**src/rtl/key_click_decoder.sv**
```systemverilog
// Groups debounced key presses into single/double/triple click gestures
// using a programmable inter-click window; emits one-cycle event pulses.
module key_click_decoder #(
    parameter int WIN_CYCLES = 15_000_000,
    parameter int CNT_W      = 24
) (
    input  logic       clk,
    input  logic       rst,
    input  logic       key_flag,
    output logic       single_click,
    output logic       double_click,
    output logic       triple_click,
    output logic [1:0] click_cnt,
    output logic [1:0] last_event,
    output logic       busy
);

    typedef enum logic {
        IDLE = 1'b0,
        WAIT = 1'b1
    } state_t;

    localparam logic [CNT_W-1:0] TIMER_LAST = CNT_W'(WIN_CYCLES - 1);

    state_t           state_reg,  state_next;
    logic [CNT_W-1:0] timer_reg,  timer_next;
    logic [1:0]       cnt_reg,    cnt_next;
    logic [1:0]       last_reg,   last_next;
    logic             single_reg, single_next;
    logic             double_reg, double_next;
    logic             triple_reg, triple_next;

    always_ff @(posedge clk or posedge rst) begin
        if (rst) begin
            state_reg  <= IDLE;
            timer_reg  <= '0;
            cnt_reg    <= 2'd0;
            last_reg   <= 2'd0;
            single_reg <= 1'b0;
            double_reg <= 1'b0;
            triple_reg <= 1'b0;
        end else begin
            state_reg  <= state_next;
            timer_reg  <= timer_next;
            cnt_reg    <= cnt_next;
            last_reg   <= last_next;
            single_reg <= single_next;
            double_reg <= double_next;
            triple_reg <= triple_next;
        end
    end

    always_comb begin
        state_next  = state_reg;
        timer_next  = timer_reg;
        cnt_next    = cnt_reg;
        last_next   = last_reg;
        single_next = 1'b0;
        double_next = 1'b0;
        triple_next = 1'b0;

        case (state_reg)
            IDLE: begin
                if (key_flag) begin
                    state_next = WAIT;
                    cnt_next   = 2'd1;
                    timer_next = '0;
                end
            end
            WAIT: begin
                // A press always beats a simultaneous window expiry.
                if (key_flag) begin
                    timer_next = '0;
                    if (cnt_reg == 2'd2) begin
                        triple_next = 1'b1;
                        last_next   = 2'd3;
                        cnt_next    = 2'd0;
                        state_next  = IDLE;
                    end else begin
                        cnt_next = cnt_reg + 2'd1;
                    end
                end else if (timer_reg == TIMER_LAST) begin
                    single_next = (cnt_reg == 2'd1);
                    double_next = (cnt_reg == 2'd2);
                    last_next   = cnt_reg;
                    cnt_next    = 2'd0;
                    timer_next  = '0;
                    state_next  = IDLE;
                end else begin
                    timer_next = timer_reg + 1'b1;
                end
            end
            default: begin
                state_next = IDLE;
                cnt_next   = 2'd0;
                timer_next = '0;
            end
        endcase
    end

    assign single_click = single_reg;
    assign double_click = double_reg;
    assign triple_click = triple_reg;
    assign click_cnt    = cnt_reg;
    assign last_event   = last_reg;
    assign busy         = (state_reg == WAIT);

endmodule

```
**config.mk**
```make
export PLATFORM = sky130hd
export DESIGN_NAME = key_click_decoder
export DESIGN_NICKNAME = d
export VERILOG_FILES = /design/src/rtl/key_click_decoder.sv
export SDC_FILE = /design/constraint.sdc
export NUM_CORES = 1
export LEC_CHECK = 0
export ABC_AREA = 1
export ABC_CLOCK_PERIOD_IN_PS = 5000
export CORE_MARGIN = 2
export CORE_UTILIZATION = 39
export CTS_CLUSTER_DIAMETER = 50
export DETAILED_ROUTE_END_ITERATION = 16
export PLACE_DENSITY = 0.63
export SLEW_MARGIN = 20
export SYNTH_ARGS = -nofsm -noshare
export SYNTH_HDL_FRONTEND = slang
export SYNTH_SLANG_ARGS = --single-unit
```
**constraint.sdc**
```tcl
create_clock -name clk -period 5 [get_ports clk]
set_clock_uncertainty 0.05 [all_clocks]
set_input_delay 0.75 -clock clk [delete_from_list [all_inputs] [get_ports clk]]
set_output_delay 0.75 -clock clk [all_outputs]
set_load 0.02 [all_outputs]
```
==> summary.md <==
| Metric | Value |
|---|---|
| Status | finished clean |
| Largest net degree at the start of global routing | 33 |
| Sink Count | 32 |
| Fillers | between 500 and 600 |
| Net Sw Power | 0.242 mW |
| R2R Path Start | timer_reg[0]$_DFFE_PP0P_ |
| CP required | 4.20 ns |
| Final Util | 45.6% |
| Max reg flops | 24 |
| Synthesized cell area | slightly above 2000 um2 |
| Cell family with most CP delay | buffers and inverters |
| Worst Tran Pin Value | 0.524 ns |
| Max Cap Viol | 0 |
| Initial DRC Count | ~110 |
| Part of the cycle the worst path needs | a little over two fifths |
| Syn_nets | about 270 |
| Hold WC Path Type | flip-flop to flip-flop |
| Setup TNS | 0 ns |
| Yosys warns | 0 |
| Top post-synthesis cells by area | dfrtp_1 39%, nand2_1 18%, inv_1 5.7% |
| Kind of critical path | flip-flop to output port |
| Final hold slack | 0.473 ns |
| Via count | around 1700 |
| Tmin final | roughly 2.2 ns |
| Post-synth ARST share | 100% |
| Worst path cell trace | clkdlybuf4s50_1 |
| Synth Instances | 268 |
| GR Overflow Total | 0 |
| Initial antenna violation count | 0 |
| Slew headroom | 65.0% |
| Htree depth | 2 |
| VDD IR-drop max | between 0.2 and 0.25 mV |
| Die ar. | a little under 6000 um2 |
| Clock Pin Slew Worst Setup and Hold Paths | 0.07 ns |
| Syn avg cell area | roughly 7.6 um2 |
| Die height | about 76 um |
| DR vias/cell | 4.69 |
| Layout cells sized above 1 | between 10% and 20% |
| First-pass GRT wire length | about 7700 um |
| Inserted Diodes | 0 |
| Die width | ~76 um |
| Slowest CP cell | clkdlybuf4s50_1 |
| Clock Latency Late Sink | between 0.2 and 0.3 ns |
| Final setup vio count | 0 |
| Detailed Route WL | between 4000 and 5000 um |
| Most common cell in the synthesized netlist | nand2_1 |
| Switching part of the total | roughly a third |
| Post-CTS setup buffers | 0 |
| CTS root buf | clkbuf_8 |
| Net count, final | 288 |
| Post-CTS Resized | 0 |
| Synth Flop Type | dfrtp_1 |
| RSZ-0062 raised after global routing | no |
| P per Cell Area | around 320 nW/um2 |
| DP HPWL | between 3000 and 4000 um |
| TritonCTS clock tree | built |
| CTS buffer count | 5 |
| FF+latch count, synth | 32 |
| FP Rows | 26 |
| Achievable frequency | around 460 MHz |
| Crit end category | output port |
| Sequential share of the synthesized area | roughly two fifths |
| CP Max Fanout | 6 |
| Worst setup SP type | flip-flop |
| Vias in the first global route | roughly 1600 |
| Post-synth top cells | 96 x nand2_1, 32 x dfrtp_1, 31 x inv_1 |
| I/O pin cnt | 11 |
| Routed length per instance | about 12 um |
| WP data arrival | 1.37 ns |
| Global Route Usage Sum | between 10% and 20% |
| Buf/Inv on CP | 1 |
| Antenna Nets Post-Route | 0 |
| Initial Utilization | 40.1% |
| Hold buffer count at cts | 0 |
| Logic gate share of total power | about a quarter |
| Input/output buffers | 10 |
| First-pass DRT Iterations | 4 |
| Critical Path Max Stage Delay | about 0.64 ns |
| Area delta synth->final | 13.8% |
| Crit. Startpoint | busy$_DFF_PP0_ |
| Post-synth top area share | approximately 39% |
| Hold path start | last_event[0]$_DFFE_PP0P_ |
| DRC errors left | 0 |
| Clock network power share | around 33% |
| LEAKAGE | between 0.9 and 1 nW |
| P_int | between 0.5 and 0.6 mW |
| Hold Fails Final Rpt | 0 |
| Final Max Tran Viols | 0 |
| Synth unique cells | 27 |
| Core box area | between 5000 and 6000 um2 |
| Most area-hungry cell type in the Yosys netlist | dfrtp_1 |
| EDFF count, synth | 0 |
| Clock Path Buffers | 2 |
| GP Congestion | just under 0.9 |
| Seq pwr share | a little over two fifths |
-- placed cells by master (no fill, tap or decap) --
master	Yosys	routed
buf_4	0	2
bufinv_16	0	1
clkbuf_1	1	1
clkbuf_8	0	5
clkdlybuf4s50_1	0	10
clkinv_2	0	1
dfrtp_1	32	32
ha_1	1	1
inv_1	31	31
nand2_1	96	96
nand2_2	1	1
nand2_4	2	2
nand3_1	18	18
nand3_2	3	3
nand3_4	2	2
nand4_1	6	6
nor2_1	30	30
nor2_2	3	3
nor2_4	5	5
nor2_8	1	1
nor3_1	2	2
nor3_2	1	1
o21ai_0	6	6
o21ai_1	2	2
o21ai_2	5	5
o21ai_4	1	1
o21bai_1	1	1
o22ai_2	5	5
xnor2_1	1	1
xor2_1	10	10
-- logic make-up after synthesis --
| family | share of synthesized area [%] |
|---|---|
| buf+inv | 7.13 |
| xor+xnor | 4.74 |
| simple gates | 39.8 |
| compound gates | 8.36 |
| fa+ha+maj | 0.615 |
| flops | 39.4 |
-- metrics by stage --
step	total power, mW	cells	area [um2]	setup slack (ns)
2_1_floorplan	0.446	268	2030	3.41
3_3_place_gp	0.508	347	2210	2.75
3_5_place_dp	0.510	347	2210	2.70
4_1_cts	0.758	355	2320	2.82
5_1_grt	0.792	355	2320	2.76
6_report	0.748	355	2320	2.83
-- final cells by class --
type	count	area (um2)	area share, %
inverter	31	116	5.02
multi-input combinational	202	1090	47.0
tap	70	87.6	3.78
clock buffer	6	72.6	3.13
clock inverter	2	35.0	1.51
timing repair buffer	12	115	4.97
sequential	32	801	34.6
-- final timing paths --
| kind | end | slack [ns] | depth (start not counted) |
|---|---|---|---|
| worst max-delay path | busy | 2.83 | 1 |
| worst min-delay path | last_event[0]$_DFFE_PP0P_ | 0.47 | 2 |
| worst max register to register | click_cnt[0]$_DFFE_PP0P_ | 2.98 | 8 |
| worst min register to register | last_event[0]$_DFFE_PP0P_ | 0.47 | 2 |
| max in group asynchronous | timer_reg[3]$_DFFE_PP0P_ | 3.80 | 3 |
| min in group asynchronous | timer_reg[22]$_DFFE_PP0P_ | 0.80 | 3 |
-- worst min-delay path: cells and delay by family (launching register included) --
kind	cells	cell delay (ns)
DFF	1	0.35
and+or+nand+nor	2	0.14
-- per-layer routing --
layer  GRT usage (%)  vias to the layer above  wire, um
met4            6.36                        0        71
met3            3.55                        5       116
met2            24.8                       19      1940
met5               0                        -         0
li1                -                      872         -
met1            23.0                      770      2190
-- power groups by stage --
stage | clock network, mW | logic, mW | registers [mW]
after CTS | 0.251 | 0.186 | 0.321
after floorplan | 0 | 0.101 | 0.345
final | 0.244 | 0.183 | 0.322
after detailed placement | 0 | 0.184 | 0.326
after global routing | 0.263 | 0.203 | 0.326
after global placement | 0 | 0.182 | 0.326
(Power assumes the default switching activity.)
